`config.mk`:
```
export PLATFORM = sky130hd
export DESIGN_NAME = bcd_display_driver
export DESIGN_NICKNAME = d
export VERILOG_FILES = /design/src/rtl/bcd_display_driver.sv
export SDC_FILE = /design/constraint.sdc
export NUM_CORES = 1
export LEC_CHECK = 0
export BUFFER_PORTS_ARGS = -buffer_cell sky130_fd_sc_hd__buf_4
export CELL_PAD_IN_SITES_DETAIL_PLACEMENT = 1
export CELL_PAD_IN_SITES_GLOBAL_PLACEMENT = 2
export CORE_MARGIN = 3
export CORE_UTILIZATION = 37
export CTS_CLUSTER_DIAMETER = 150
export DETAILED_ROUTE_END_ITERATION = 8
export PLACE_DENSITY = 0.9
export SLEW_MARGIN = 20
export SYNTH_ARGS = -nofsm -noshare
export SYNTH_HDL_FRONTEND = slang
export SYNTH_SLANG_ARGS = --single-unit
```
`constraint.sdc`:
```
create_clock -name clk -period 3.4 [get_ports clk]
set_clock_uncertainty 0.1 [all_clocks]
set_input_delay 0.34 -clock clk [delete_from_list [all_inputs] [get_ports clk]]
set_output_delay 0.34 -clock clk [all_outputs]
set_load 0.01 [all_outputs]
```
`src/rtl/bcd_display_driver.sv`:
```
// Binary-to-BCD converter (sequential double-dabble) driving DIGITS multiplexed
// active-low common-anode seven-segment displays. Optional macro: LEADING_ZERO_BLANK_EN.
module bcd_display_driver #(
  parameter int DATA_W      = 16,
  parameter int DIGITS      = 5,
  parameter int REFRESH_DIV = 50000
) (
  input  logic                  clk,
  input  logic                  reset,
  input  logic [DATA_W-1:0]     value_in,
  input  logic                  load,
  output logic                  busy,
  output logic                  done,
  output logic [4*DIGITS-1:0]   bcd_out,
  output logic [6:0]            seg,
  output logic [DIGITS-1:0]     an
);

  localparam int CNT_W = $clog2(DATA_W + 1);
  localparam int REF_W = (REFRESH_DIV > 1) ? $clog2(REFRESH_DIV) : 1;
  localparam int IDX_W = (DIGITS > 1) ? $clog2(DIGITS) : 1;

  typedef enum logic [1:0] {IDLE, SHIFT, DONE} state_e;

  state_e               state_q, state_d;
  logic [DATA_W-1:0]    shift_q, shift_d;
  logic [4*DIGITS-1:0]  scratch_q, scratch_d;
  logic [4*DIGITS-1:0]  adj;
  logic [CNT_W-1:0]     cnt_q, cnt_d;
  logic [4*DIGITS-1:0]  bcd_q, bcd_d;
  logic                 done_q, done_d;
  logic [REF_W-1:0]     ref_q, ref_d;
  logic [IDX_W-1:0]     idx_q, idx_d;

  // NOTE: every always_comb output gets a default first so no path leaves it
  // unassigned, which would otherwise infer a latch.
  always_comb begin
    state_d   = state_q;
    shift_d   = shift_q;
    scratch_d = scratch_q;
    cnt_d     = cnt_q;
    bcd_d     = bcd_q;
    done_d    = 1'b0;
    adj       = scratch_q;
    for (int i = 0; i < DIGITS; i++) begin
      if (scratch_q[4*i +: 4] >= 4'd5) adj[4*i +: 4] = scratch_q[4*i +: 4] + 4'd3;
    end
    case (state_q)
      IDLE: begin
        if (load) begin
          shift_d   = value_in;
          scratch_d = '0;
          cnt_d     = '0;
          state_d   = SHIFT;
        end
      end
      SHIFT: begin
        // Add-3 correction and the left shift happen in the same cycle.
        {scratch_d, shift_d} = {adj, shift_q} << 1;
        cnt_d = cnt_q + CNT_W'(1);
        if (cnt_q == CNT_W'(DATA_W - 1)) state_d = DONE;
      end
      DONE: begin
        bcd_d   = scratch_q;
        done_d  = 1'b1;
        state_d = IDLE;
      end
      default: state_d = IDLE;
    endcase
  end

  // Display scan runs continuously, independent of the conversion FSM.
  always_comb begin
    ref_d = ref_q + REF_W'(1);
    idx_d = idx_q;
    if (ref_q == REF_W'(REFRESH_DIV - 1)) begin
      ref_d = '0;
      idx_d = (idx_q == IDX_W'(DIGITS - 1)) ? '0 : idx_q + IDX_W'(1);
    end
  end

  // NOTE: state registers use non-blocking assignments so every flop samples
  // the pre-edge values regardless of block ordering.
  always_ff @(posedge clk or posedge reset) begin
    if (reset) begin
      state_q   <= IDLE;
      shift_q   <= '0;
      scratch_q <= '0;
      cnt_q     <= '0;
      bcd_q     <= '0;
      done_q    <= 1'b0;
      ref_q     <= '0;
      idx_q     <= '0;
    end else begin
      state_q   <= state_d;
      shift_q   <= shift_d;
      scratch_q <= scratch_d;
      cnt_q     <= cnt_d;
      bcd_q     <= bcd_d;
      done_q    <= done_d;
      ref_q     <= ref_d;
      idx_q     <= idx_d;
    end
  end

  function automatic logic [6:0] decode(input logic [3:0] d);
    case (d)
      4'd0:    return 7'b1000000;
      4'd1:    return 7'b1111001;
      4'd2:    return 7'b0100100;
      4'd3:    return 7'b0110000;
      4'd4:    return 7'b0011001;
      4'd5:    return 7'b0010010;
      4'd6:    return 7'b0000010;
      4'd7:    return 7'b1111000;
      4'd8:    return 7'b0000000;
      4'd9:    return 7'b0010000;
      default: return 7'b1111111;
    endcase
  endfunction

  logic [3:0]        cur_nib;
  logic [DIGITS-1:0] hi_zero;
  logic              zero_acc;
  logic              blank;

  always_comb begin
    cur_nib  = bcd_q[4*idx_q +: 4];
    zero_acc = 1'b1;
    hi_zero  = '0;
    // hi_zero[k] is set when digit k and every digit above it are zero.
    for (int k = DIGITS - 1; k >= 0; k--) begin
      zero_acc   = zero_acc & (bcd_q[4*k +: 4] == 4'd0);
      hi_zero[k] = zero_acc;
    end
`ifdef LEADING_ZERO_BLANK_EN
    blank = (idx_q != '0) && hi_zero[idx_q];
`else
    blank = 1'b0;
`endif
    seg = blank ? 7'b1111111 : decode(cur_nib);
  end

  assign an      = ~(DIGITS'(1) << idx_q);
  assign busy    = (state_q != IDLE);
  assign done    = done_q;
  assign bcd_out = bcd_q;

endmodule
```
## Word level (Yosys, flattened, before mapping)

Memory sizes are Yosys's and may differ from the RTL's.
Cells that the tools add are included.

- $add $sub $neg: 8
- Order comparisons: 5
- Eq/ne operators: 7
- Shift-type cells: 2
- Muxes and demuxes: 17
- Bitwise gates (word level): 1
- Reductions and logical operators: 5

Operator list:

| cell | count |
|---|---|
| 20-bit case mux with 2 select lines | 1 |
| 16-bit two-way mux | 2 |
| 16-bit case mux with 2 select lines | 1 |
| 4-bit by 3-bit >= comparator with 1-bit output (second input constant) | 5 |
| 20-bit two-way mux | 1 |
| 20-bit by 6-bit indexed part select with 4-bit output | 1 |
| 16-bit by 1-bit adder with 16-bit output (second input constant) | 1 |
| 4-bit by 2-bit adder with 4-bit output (second input constant) | 4 |
| 16-bit equality test (second input constant) | 1 |
| 4-bit two-way mux | 4 |
| 5-bit case mux with 2 select lines | 1 |
| 3-bit two-way mux | 2 |
| 5-bit by 1-bit adder with 5-bit output (second input constant) | 1 |
| 5-bit by 4-bit equality test with 1-bit output (second input constant) | 1 |
| 5-bit two-way mux | 1 |
| 5-bit inverter | 1 |
| 1-bit by 3-bit left shift with 5-bit output (first input constant) | 1 |
| 2-bit two-way mux | 2 |
| 2-bit != test (second input constant) | 2 |
| 2-bit case mux with 2 select lines | 1 |
| 2-bit AND reduction | 2 |
| 2-bit nonzero test | 2 |
| 3-bit by 1-bit adder with 3-bit output (second input constant) | 1 |
| 3-bit by 2-bit adder with 3-bit output (second input constant) | 1 |
| 5 further kinds | 5 |

- Register bits after elaboration: 83
- Bits in read-only memories: 112
- Bits of input ports: 19
- Output and inout bits: 34
- Word-level logic and storage cells: 54
- Memories: 1

Memories:

| name | depth | width | rd ports | clocked after memory_dff | wr ports | line | source |
|---|---|---|---|---|---|---|---|
| (no name shown) | 16 | 7 | 1 | 0 | 0 | 107 | `case (d)` |

## Logic depth before layout (Yosys ltp)

- Word-level depth: 3
- Gate-level depth with buffers: 9
- Mapped depth without buffers: 8

## Worst setup path before layout

Ideal clock, no wire load.

- Path kind: register -> output
- Start: reg idx_q[0]
- End: out seg[0]
- Arrival time: 1.842 ns
- Required time: 2.960 ns
- Slack: 1.118 ns
- Cell stages (with the launch flop): 9
- Path through: dfrtp_1 buf_4 nor2_1 and3_1 nor3_4 ha_1 inv_1 mux2_2 a21oi_1

- Word-level cells in the longest chain between the ends: 2

Ends and longest elaborated chain:

| item | line | source |
|---|---|---|
| start: declaration | 33 | `logic [IDX_W-1:0] idx_q, idx_d;` |
| start signal: assignment | 102 | `idx_q <= idx_d;` |
| 20-bit by 6-bit indexed part select with 4-bit output | 128 | `cur_nib = bcd_q[4*idx_q +: 4];` |
| memory read 16 x 7 bit | n/a |  |
| end: declaration | 15 | `output logic [6:0] seg,` |

Every way passes these cells.

## Worst setup path in the final report

- Start: reg idx_q[0]
- End: out seg[6]

The elaborated chain is that of the path after synthesis.

==> reports/results.txt <==
GP Congestion: 0.805
DP HPWL: 7460 um
Leak Pwr: 2.45 nW
Critical Path Start: idx_q[0]$_DFFE_PP0N_
Post-layout nets: 542
routed len/inst: 15.9 um
Yosys top cell area share: 47.7%
Final WS setup: 0.298 ns
Primary FF master, synth: dfrtp_1
vias per cell: 5.26
Crit path buffers/inverters: 2
total CTS buffers: 9
total global routing overflow: 0
CTS tree: built
Slew @ Worst Pin: 0.824 ns
Fin. Hold Viols: 0
Worst Setup Start Kind: flop
Net Count, Synth: 494
core area: 0.0115 mm2
count of different cell masters after synthesis: 47
first-pass GRT wire length: 17500 um
Syn Area/Cell: 9.64 um2
clk sinks: 83
CP Cell Sequence: mux2i_1 -> o22ai_1 -> a31oi_1 -> inv_1 -> ha_1 -> nor3_1 -> a21oi_1 -> buf_4
Max Transition Viols Final: 0
worst-path fanout max: 13
die footprint: 0.0131 mm2
Rows: 39
RSZ-0062 raised after global routing: false
Worst-path clk slew: 0.06 ns
residual DRC count: 0
Yosys warning total: 0
DIE WIDTH: 115 um
vias in the first global route: 3492
layout cells sized above 1: 18.9%
WL final: 10300 um
CP top delay family: flip-flops
remaining antenna violation count: 0
number of flops mapped to enable cells by yosys: 0
vias post-DR: 3396
status: finished clean
Final Setup Violations: 0
critical path capture point type: output port
H-tree Lvls: 3
r2r startpoint: state_q[0]$_DFFE_PP0P_
Yosys reg bits: 83
Max-Cap Viols: 0
Synth top cells by count: dfrtp_1 (83), nand2_1 (58), o21ai_0 (56)
Port Buffers: 52
total track usage: 16.5%
final worst path period need: 3.10 ns
Root Driver: clkbuf_16
largest net degree at the start of global routing: 33
Initial Util: 38.0%
synthesized area: 0.00436 mm2
post-synth top area cell: dfrtp_1
# IOs: 53
post-CTS resize count: 0
FILL cells: 1292
Slowest-stage cell, CP: dfrtp_1
Max rail drop VDD: 0.254 mV
Post-synth ARST share: 100%
Skew-Pair Late Insertion Delay: 0.33 ns
Post-Synthesis Cells: 452
worst-case clock buffer depth: 2
# diodes: 0
Rel. slew slack: 44.9%
pre-CTS WS: 0.672 ns
fin crit share: 91.2%
DRT iter0 DRCs: 159
antenna violations before repair: 0
Die Y: 115 um
crit-path max cell delay: 0.66 ns
Layout area overhead: 18.9%
setup TNS: 0 ns
fmax: 322 MHz
DR pass1 iterations: 4
Hold WC Path Type: in -> reg
WP data arrival: 2.66 ns
WS Path Type: reg -> out
hold_sp: value_in[0]
largest cells by area after synthesis: dfrtp_1 (48%), ha_1 (6.6%), o21ai_0 (6.4%), nand2_1 (5.0%), a21oi_1 (3.9%)
most frequent cell after synthesis: dfrtp_1
CP required: 2.96 ns
PwrDens: 716 mW/mm2
Seq/Total Area, Yosys: 47.7%
[flip-flops by register name, summed over array words and instances, names as in the netlist]
signal     count
ref_q         16
bcd_out       20
idx_q          3
state_q        2
shift_q       16
done           1
cnt_q          5
scratch_q     20
[worst min-delay path, cell delays in order]
cell and delay, ns:
buf_4 0.11, nand2_1 0.04, o21ai_0 0.06
[cells by family (layout without fill, tap and decap cells)]
group / Yosys count / after routing / synth area share (%)
DFF: 83 / 83 / 47.7
buffers and inverters: 46 / 97 / 4.51
AOI/OAI and AO/OA: 107 / 107 / 13.5
muxes: 21 / 21 / 5.37
and+or+nand+nor: 152 / 152 / 18.3
adders and majority gates: 23 / 23 / 6.60
xor gates and xnor gates: 20 / 20 / 4.02
[area by class of cell]
class	instances	area, um2	share of cell area (%)
sequential	83	2080	40.1
tap	143	179	3.45
clock buffer	11	243	4.69
clock inverter	3	40.0	0.773
timing repair buffer	60	465	8.99
inverter	23	87.6	1.69
multi-input combinational	323	2090	40.3
[where the power goes]
| part | internal, W | switching (W) |
|---|---|---|
| Sequential | 0.00125 | 0.000266 |
| Clock | 0.000578 | 0.000366 |
| Combinational | 0.000570 | 0.000679 |
| Total | 0.00240 | 0.00131 |
[placed cells by master, fill, tap and decap left out, drive strengths merged, types with 2 or more instances in the layout]
cell    instances
nand2          58
a22o            3
and3            4
ha             23
mux2           13
xnor2          14
inv            22
xor2            6
buf            59
nor3b           3
nor3           12
nand3          12
or3             2
a22oi           2
o21ai          56
clkbuf         11
nor2b           2
nor2           22
mux2i           8
clkinv          3
nor4bb          2
nand3b          3
nand2b         10
a21oi          35
dfrtp          83
o31ai           2
and3b          14
a31oi           3
or2             3
[metal layers]
metal / track usage, % / part of all wire (%)
met3: 3.28 / 3.5
met4: 5.07 / 1.2
met2: 27.7 / 49
met5: 0 / 0
met1: 21.4 / 46
[what timing repair did]
item	4_1_cts	5_1_grt
hold buffers	1	0
hold endpoints to repair	25	0
buffers inserted	0	0
[worst paths after layout]
kind                       cells past startpoint  slack [ns]                        end
setup / recovery                               8        0.30                     seg[6]
hold / removal                                 3        0.16     shift_q[0]$_DFFE_PP0P_
setup reg to reg                               4        1.35     bcd_out[7]$_DFFE_PP0P_
hold reg to reg                                1        0.38         ref_q[0]$_DFF_PP0_
max in group asynchronous                      4        1.94    bcd_out[18]$_DFFE_PP0P_
min in group asynchronous                      3        0.47  scratch_q[10]$_DFFE_PP0P_
[metrics by stage]
stage          area [um2]  power [W]  utilization [%]  hold slack (ns)  cells
2_1_floorplan        4360    0.00233                -            0.350    452
3_5_place_dp         4890    0.00280             42.6            0.288    631
5_1_grt              5180    0.00402             45.2            0.163    646
4_1_cts              5180    0.00376             45.2            0.162    646
6_report             5180    0.00371             45.2            0.164    646
3_3_place_gp         4890    0.00271             42.6            0.276    631
Note: power is estimated with default switching activity, not from simulation.
